File: src/rtl/mips_muldiv_unit.sv
// rtl/mips_muldiv_unit.sv - iterative MIPS multiply/divide unit with HI/LO registers
//
// Executes MULT/MULTU (radix-2 shift-add) and DIV/DIVU (restoring divide) over
// WIDTH iteration cycles plus one sign-fix cycle. MFHI/MFLO/MTHI/MTLO complete
// in a single cycle.
//
// Build option: define MIPS_MULDIV_DIV_EN to compile in the divider. When it is
// undefined, DIV/DIVU are answered like an illegal funct (1-cycle done + err).
//
// Ports:
//   clk, rst_n      clock, asynchronous active-low reset
//   start           request valid, sampled only while idle
//   funct[5:0]      R-type funct code
//   a, b            rs / rt operands
//   busy            iterative operation in progress
//   done, err       one-cycle completion pulse and its error qualifier
//   result          MFHI/MFLO read data, held until the next MF op
//   hi, lo          architectural HI/LO registers

module mips_muldiv_unit #(
    parameter int WIDTH = 32
) (
    input  logic             clk,
    input  logic             rst_n,
    input  logic             start,
    input  logic [5:0]       funct,
    input  logic [WIDTH-1:0] a,
    input  logic [WIDTH-1:0] b,
    output logic             busy,
    output logic             done,
    output logic             err,
    output logic [WIDTH-1:0] result,
    output logic [WIDTH-1:0] hi,
    output logic [WIDTH-1:0] lo
);

    localparam int CW = $clog2(WIDTH) + 1;

    localparam logic [5:0] F_MFHI  = 6'h10;
    localparam logic [5:0] F_MTHI  = 6'h11;
    localparam logic [5:0] F_MFLO  = 6'h12;
    localparam logic [5:0] F_MTLO  = 6'h13;
    localparam logic [5:0] F_MULT  = 6'h18;
    localparam logic [5:0] F_MULTU = 6'h19;
    localparam logic [5:0] F_DIV   = 6'h1A;
    localparam logic [5:0] F_DIVU  = 6'h1B;

    typedef enum logic [1:0] {S_IDLE, S_MUL, S_DIV, S_FIX} state_t;

    state_t           state;
    logic [CW-1:0]    cnt;
    // Multiply: acc_hi = partial product upper half, acc_lo = multiplier
    // shifting out while product low bits shift in; opnd = multiplicand.
    // Divide:   acc_hi = partial remainder, acc_lo = dividend shifting out
    // while quotient bits shift in; opnd = divisor.
    logic [WIDTH-1:0] acc_hi;
    logic [WIDTH-1:0] acc_lo;
    logic [WIDTH-1:0] opnd;
    logic             neg_lo;   // negate product / quotient in FIX
    logic             neg_hi;   // negate product / remainder in FIX
    logic             op_div;

    // Operand conditioning for signed ops: magnitudes plus sign flags.
    logic             signed_op;
    logic             a_neg;
    logic             b_neg;
    logic [WIDTH-1:0] a_abs;
    logic [WIDTH-1:0] b_abs;

    assign signed_op = (funct == F_MULT) || (funct == F_DIV);
    assign a_neg     = signed_op && a[WIDTH-1];
    assign b_neg     = signed_op && b[WIDTH-1];
    assign a_abs     = a_neg ? -a : a;
    assign b_abs     = b_neg ? -b : b;

    // One shift-add step; the carry out of the add becomes the new top bit.
    logic [WIDTH:0]   mul_sum;
    assign mul_sum = {1'b0, acc_hi} + (acc_lo[0] ? {1'b0, opnd} : '0);

`ifdef MIPS_MULDIV_DIV_EN
    // One restoring step: shift the next dividend bit into the remainder and
    // keep the subtraction only if it did not go negative.
    logic [WIDTH:0]   div_shift;
    logic [WIDTH:0]   div_diff;
    assign div_shift = {acc_hi, acc_lo[WIDTH-1]};
    assign div_diff  = div_shift - {1'b0, opnd};
`endif

    logic [2*WIDTH-1:0] prod;
    logic [2*WIDTH-1:0] prod_fix;
    assign prod     = {acc_hi, acc_lo};
    assign prod_fix = neg_hi ? -prod : prod;

    always_ff @(posedge clk or negedge rst_n) begin
        if (!rst_n) begin
            state  <= S_IDLE;
            cnt    <= '0;
            acc_hi <= '0;
            acc_lo <= '0;
            opnd   <= '0;
            neg_lo <= 1'b0;
            neg_hi <= 1'b0;
            op_div <= 1'b0;
            busy   <= 1'b0;
            done   <= 1'b0;
            err    <= 1'b0;
            result <= '0;
            hi     <= '0;
            lo     <= '0;
        end else begin
            done <= 1'b0;
            err  <= 1'b0;
            case (state)
                S_IDLE: begin
                    if (start) begin
                        case (funct)
                            F_MFHI: begin
                                result <= hi;
                                done   <= 1'b1;
                            end
                            F_MFLO: begin
                                result <= lo;
                                done   <= 1'b1;
                            end
                            F_MTHI: begin
                                hi   <= a;
                                done <= 1'b1;
                            end
                            F_MTLO: begin
                                lo   <= a;
                                done <= 1'b1;
                            end
                            F_MULT, F_MULTU: begin
                                acc_hi <= '0;
                                acc_lo <= b_abs;
                                opnd   <= a_abs;
                                neg_lo <= a_neg ^ b_neg;
                                neg_hi <= a_neg ^ b_neg;
                                op_div <= 1'b0;
                                cnt    <= CW'(WIDTH - 1);
                                busy   <= 1'b1;
                                state  <= S_MUL;
                            end
`ifdef MIPS_MULDIV_DIV_EN
                            F_DIV, F_DIVU: begin
                                if (b == '0) begin
                                    done <= 1'b1;
                                    err  <= 1'b1;
                                end else begin
                                    acc_hi <= '0;
                                    acc_lo <= a_abs;
                                    opnd   <= b_abs;
                                    // Quotient sign from both operands,
                                    // remainder follows the dividend.
                                    neg_lo <= a_neg ^ b_neg;
                                    neg_hi <= a_neg;
                                    op_div <= 1'b1;
                                    cnt    <= CW'(WIDTH - 1);
                                    busy   <= 1'b1;
                                    state  <= S_DIV;
                                end
                            end
`endif
                            default: begin
                                done <= 1'b1;
                                err  <= 1'b1;
                            end
                        endcase
                    end
                end
                S_MUL: begin
                    acc_hi <= mul_sum[WIDTH:1];
                    acc_lo <= {mul_sum[0], acc_lo[WIDTH-1:1]};
                    if (cnt == '0) begin
                        state <= S_FIX;
                    end else begin
                        cnt <= cnt - 1'b1;
                    end
                end
                S_DIV: begin
`ifdef MIPS_MULDIV_DIV_EN
                    if (!div_diff[WIDTH]) begin
                        acc_hi <= div_diff[WIDTH-1:0];
                        acc_lo <= {acc_lo[WIDTH-2:0], 1'b1};
                    end else begin
                        acc_hi <= div_shift[WIDTH-1:0];
                        acc_lo <= {acc_lo[WIDTH-2:0], 1'b0};
                    end
                    if (cnt == '0) begin
                        state <= S_FIX;
                    end else begin
                        cnt <= cnt - 1'b1;
                    end
`else
                    busy  <= 1'b0;
                    state <= S_IDLE;
`endif
                end
                S_FIX: begin
                    if (op_div) begin
                        lo <= neg_lo ? -acc_lo : acc_lo;
                        hi <= neg_hi ? -acc_hi : acc_hi;
                    end else begin
                        {hi, lo} <= prod_fix;
                    end
                    done  <= 1'b1;
                    busy  <= 1'b0;
                    state <= S_IDLE;
                end
                default: begin
                    busy  <= 1'b0;
                    state <= S_IDLE;
                end
            endcase
        end
    end

endmodule

File: config.mk
export PLATFORM = sky130hd
export DESIGN_NAME = mips_muldiv_unit
export DESIGN_NICKNAME = d
export VERILOG_FILES = /design/src/rtl/mips_muldiv_unit.sv
export SDC_FILE = /design/constraint.sdc
export NUM_CORES = 1
export LEC_CHECK = 0
export BUFFER_PORTS_ARGS = -buffer_cell sky130_fd_sc_hd__buf_2
export CAP_MARGIN = 20
export CORE_ASPECT_RATIO = 1.5
export CORE_MARGIN = 2
export CORE_UTILIZATION = 53
export CTS_BUF_LIST = sky130_fd_sc_hd__clkbuf_4
export DETAILED_ROUTE_END_ITERATION = 16
export PLACE_DENSITY = 0.83
export SYNTH_ARGS = -nofsm -noshare
export SYNTH_HDL_FRONTEND = slang
export SYNTH_SLANG_ARGS = --single-unit
File: constraint.sdc
create_clock -name clk -period 2.9 [get_ports clk]
set_input_delay 0.145 -clock clk [delete_from_list [all_inputs] [get_ports clk]]
set_output_delay 0.145 -clock clk [all_outputs]
set_load 0.05 [all_outputs]
==> out/metrics.csv <==
stage,metric,value,unit
synthesis,synth_edf_count,0,
die,io_pins,172,
global_routing,grt_pass1_wl,73700,µm
critical_path,cp_data_required_time,3.53,ns
critical_path,worstSetupPathType,in -> reg,
drt,vias,14100,
cts,clock_sinks,204,
global_routing,grt_max_degree,91,
critical_path,rr_startpoint,acc_lo[4],
critical_path,crit_start,b[10],
placement,io_buffers,171,
synthesis,synth.most_common_cell,dfrtp_1,
critical_path,crit_fanout,10,
sta,skew,0.0382,ns
global_routing,grt.total_usage,35.4,%
synthesis,yosysWarningCount,0,
placement,placed_cells,2083,
placement,hpwl,33700,µm
synthesis,netlist-cell-type-count,67,
die,die_w,134,µm
critical_path,endpoint_kind,flop,
synthesis,syn_nets,1705,
critical_path,cpMostUsedCell,dlygate4sd3_1,
placement,gp_congestion,1.03,
synthesis,synth_cells,1590,
cts,clk_path_buf_depth,3,
cts,insertion_delay,0.74,ns
cts,cts_tree,yes,
drt,drt_iter0_drc,1189,
critical_path,critical_path.top_delay_family,simple AND/OR/NAND/NOR gates,
drt,detail-route-antenna-nets,0,
die,die_area,0.0266,mm²
job,cap_violations,0,
sta,setup_ws,0.0804,ns
synthesis,synth_seq_cells,204,
synthesis,netlist_area,0.0134,mm²
cts,h-tree-depth,2,
cells_and_area,final_util,67.0,%
cts,path_clk_slew,0.07,ns
cells_and_area,drive_gt1_share,20.4,%
sta,final_hold_viol_count,0,
synthesis,ys_seq_area_share,38.0,%
sta,fin_crit_sh,97.2,%
drt,drt-total-wl,47500,µm
pwr,p_sw,8.90,mW
pwr,irDropWorstVdd,0.782,mV
global_routing,antenna_found_initial,1,
sta,max-slew-margin-rel,33.6,%
cts,cts_buffers,51,
synthesis,async_flop_share,100,%
die,placeableCoreArea,0.0250,mm²
global_routing,grtUsageMet1,39.3,%
cells_and_area,syn_to_final_growth,24.5,%
die,die_height,199,µm
critical_path,crit_path_start_kind,primary input,
drt,vias_per_cell,6.27,
drt,drcViolationCount,0,
hold_path,min_path_cells,3,
synthesis,synth_area_per_cell,8.44,µm²
global_routing,grt_pass1_vias,13800,
sta,fin_hold_ws,0.0642,ns
sta,finalCriticalPeriod,2.82,ns
global_routing,grtUsageMet2,61.6,%
synthesis,netlist.area_leader.share,38.0,%
synthesis,synth-main-ff-cell,dfrtp_1,
critical_path,r2r_cells,7,
sta,tightestPinTransition,0.996,ns
drt,wl_per_cell,21.1,µm
synthesis,synth_top_cell_by_area,dfrtp_1,
pwr,total_leakage_power,7.43,nW
placement,pre_cts_ws,0.0391,ns
cts,cts_root_buffer,clkbuf_4,
drt,first_pass_iters,7,
die,rows,71,
pwr,switching_share,51.5,%
hold_path,worstHoldStart,funct[1],
critical_path,worstSetupPathDepth,9,
cells_and_area,nNetsFinal,2009,
die,start_util,53.8,%
global_routing,grtUsageMet3,5.71,%
critical_path,crit_arrival,3.45,ns
pwr,p_per_area,1030,mW/mm²
critical_path,slowest_stage,or4_1,
pwr,p_int,8.39,mW
run_status,outcome,"finished, final reports clean",
sta,setup_viol,0,
critical_path,cp_slowest_stage_delay,0.66,ns
pwr,pwr-share-seq,29.8,%
global_routing,busiest_layer,met2,
critical_path,path_buf_inv,3,
pwr,clock_power_share,14.2,%
global_routing,grt_remaining_overflow,0,
sta,clock.fmax,0.355,GHz
cells_and_area,finalNonFillerCells,2255,
pwr,comb_power_share,56.0,%
synthesis,netlist_top_cells_count,"204 x dfrtp_1, 190 x nand2_1, 173 x o21ai_0",
hold_path,hp-class,in -> reg,
sta,report.final.slew_viol_count,0,
critical_path,crit_path_cell_trace,"dlygate4sd3_1, buf_2, or4_1, nand4bb_1, or2_2, o21ai_0, nand3_1, dlygate4sd3_1, a31oi_1",
synthesis,yosys-top-cells-area,"dfrtp_1 38%, o21ai_0 6.4%, nand2_1 5.3%",
## flip-flops by register name, indices dropped and copies added (netlist names)
name    flops
hi         32
opnd       32
acc_lo     32
state       2
cnt         6
lo         32
neg_hi      1
busy        1
err         1
result     32
acc_hi     32
done        1
## worst min-delay path: cells and delay by family
| family | cells | cell delay [ns] |
|---|---|---|
| AND/OR/NAND/NOR | 1 | 0.30 |
| buffers and inverters | 1 | 0.15 |
| AO/OA/AOI/OAI | 1 | 0.13 |
## per-layer routing
layer	routed length [µm]	share of wire, %	vias up
met3	3510	7.4	229
met5	0	0	-
met2	23400	49	824
li1	-	-	6394
met4	3860	8.1	0
met1	16700	35	6682
## final timing paths
kind	endpoint	slack (ns)
max	acc_lo[31]	0.08
min	neg_hi	0.06
max reg2reg	lo[23]	0.10
min reg2reg	result[21]	0.48
max in group asynchronous	opnd[27]	1.93
min in group asynchronous	acc_lo[2]	0.08
## logic make-up (layout without fill, tap and decap cells)
group                      after synthesis  count (layout)  share of synthesized area [%]
AOI/OAI and AO/OA                      525             525                           24.7
DFF                                    204             204                           38.0
adders and majority gates               42              42                           3.97
and+or+nand+nor                        529             529                           19.2
buffers and inverters                  136             472                           3.98
muxes                                   14              14                           1.07
xor gates and xnor gates               140             140                           9.13
other                                    0               1                              0
## cell type report
cell class | count | area, µm²
fill | 1922 | 8250
multi-input combinational | 1250 | 7950
sequential | 204 | 5110
timing repair buffer | 353 | 2500
clock buffer | 67 | 503
tap | 328 | 410
inverter | 34 | 130
clock inverter | 18 | 110
antenna | 1 | 2.50
## placed cells by master, fill, tap and decap left out, types with 11 or more instances in the layout
cell           netlist  routed
dfrtp_1            204     203
nand2_1            190     190
o21ai_0            173     170
buf_2                4     170
nor2_1             128     127
a21oi_1             99      94
buf_4                1      93
dlygate4sd3_1        0      84
xor2_1              81      81
clkbuf_4             0      67
xnor2_1             59      59
a21o_1              39      39
and2_1              35      35
ha_1                41      35
o22ai_1             33      33
inv_1               33      32
o31ai_1             32      29
a211oi_1            31      29
nor3_1              29      28
or4_1               23      22
nand3_1             20      20
a221oi_1            20      19
or3_1               20      18
nor4_1              18      17
nand4_1             15      15
o41ai_1             16      15
a31oi_1             14      14
a22o_1              13      13
clkinv_1             1      11
mux2i_1             11      11
## timing repair
action,4_1_cts,5_1_grt
gates resized for setup,0,23
setup buffers,0,2
endpoints found under the setup margin,0,13
hold buffers,84,0
endpoints found under the hold margin,226,0
## stage by stage
step	TNS, ns	cell area [µm²]	power [mW]
final	0	16700	17.3
after global routing	-0.00406	16700	18.2
after CTS	0	16600	17.0
after detailed placement	0	15100	14.5
after global placement	0	15100	14.3
after floorplan	0	13500	11.2
## power by group through the flow
stage | combinational [mW] | clock (mW) | sequential [mW]
global route | 10.4 | 2.61 | 5.25
detailed placement | 9.33 | 0 | 5.15
CTS | 9.46 | 2.47 | 5.11
global placement | 9.15 | 0 | 5.12
finish | 9.68 | 2.45 | 5.16
floorplan | 4.53 | 0 | 6.67
Power figures use the tool's default switching activity.
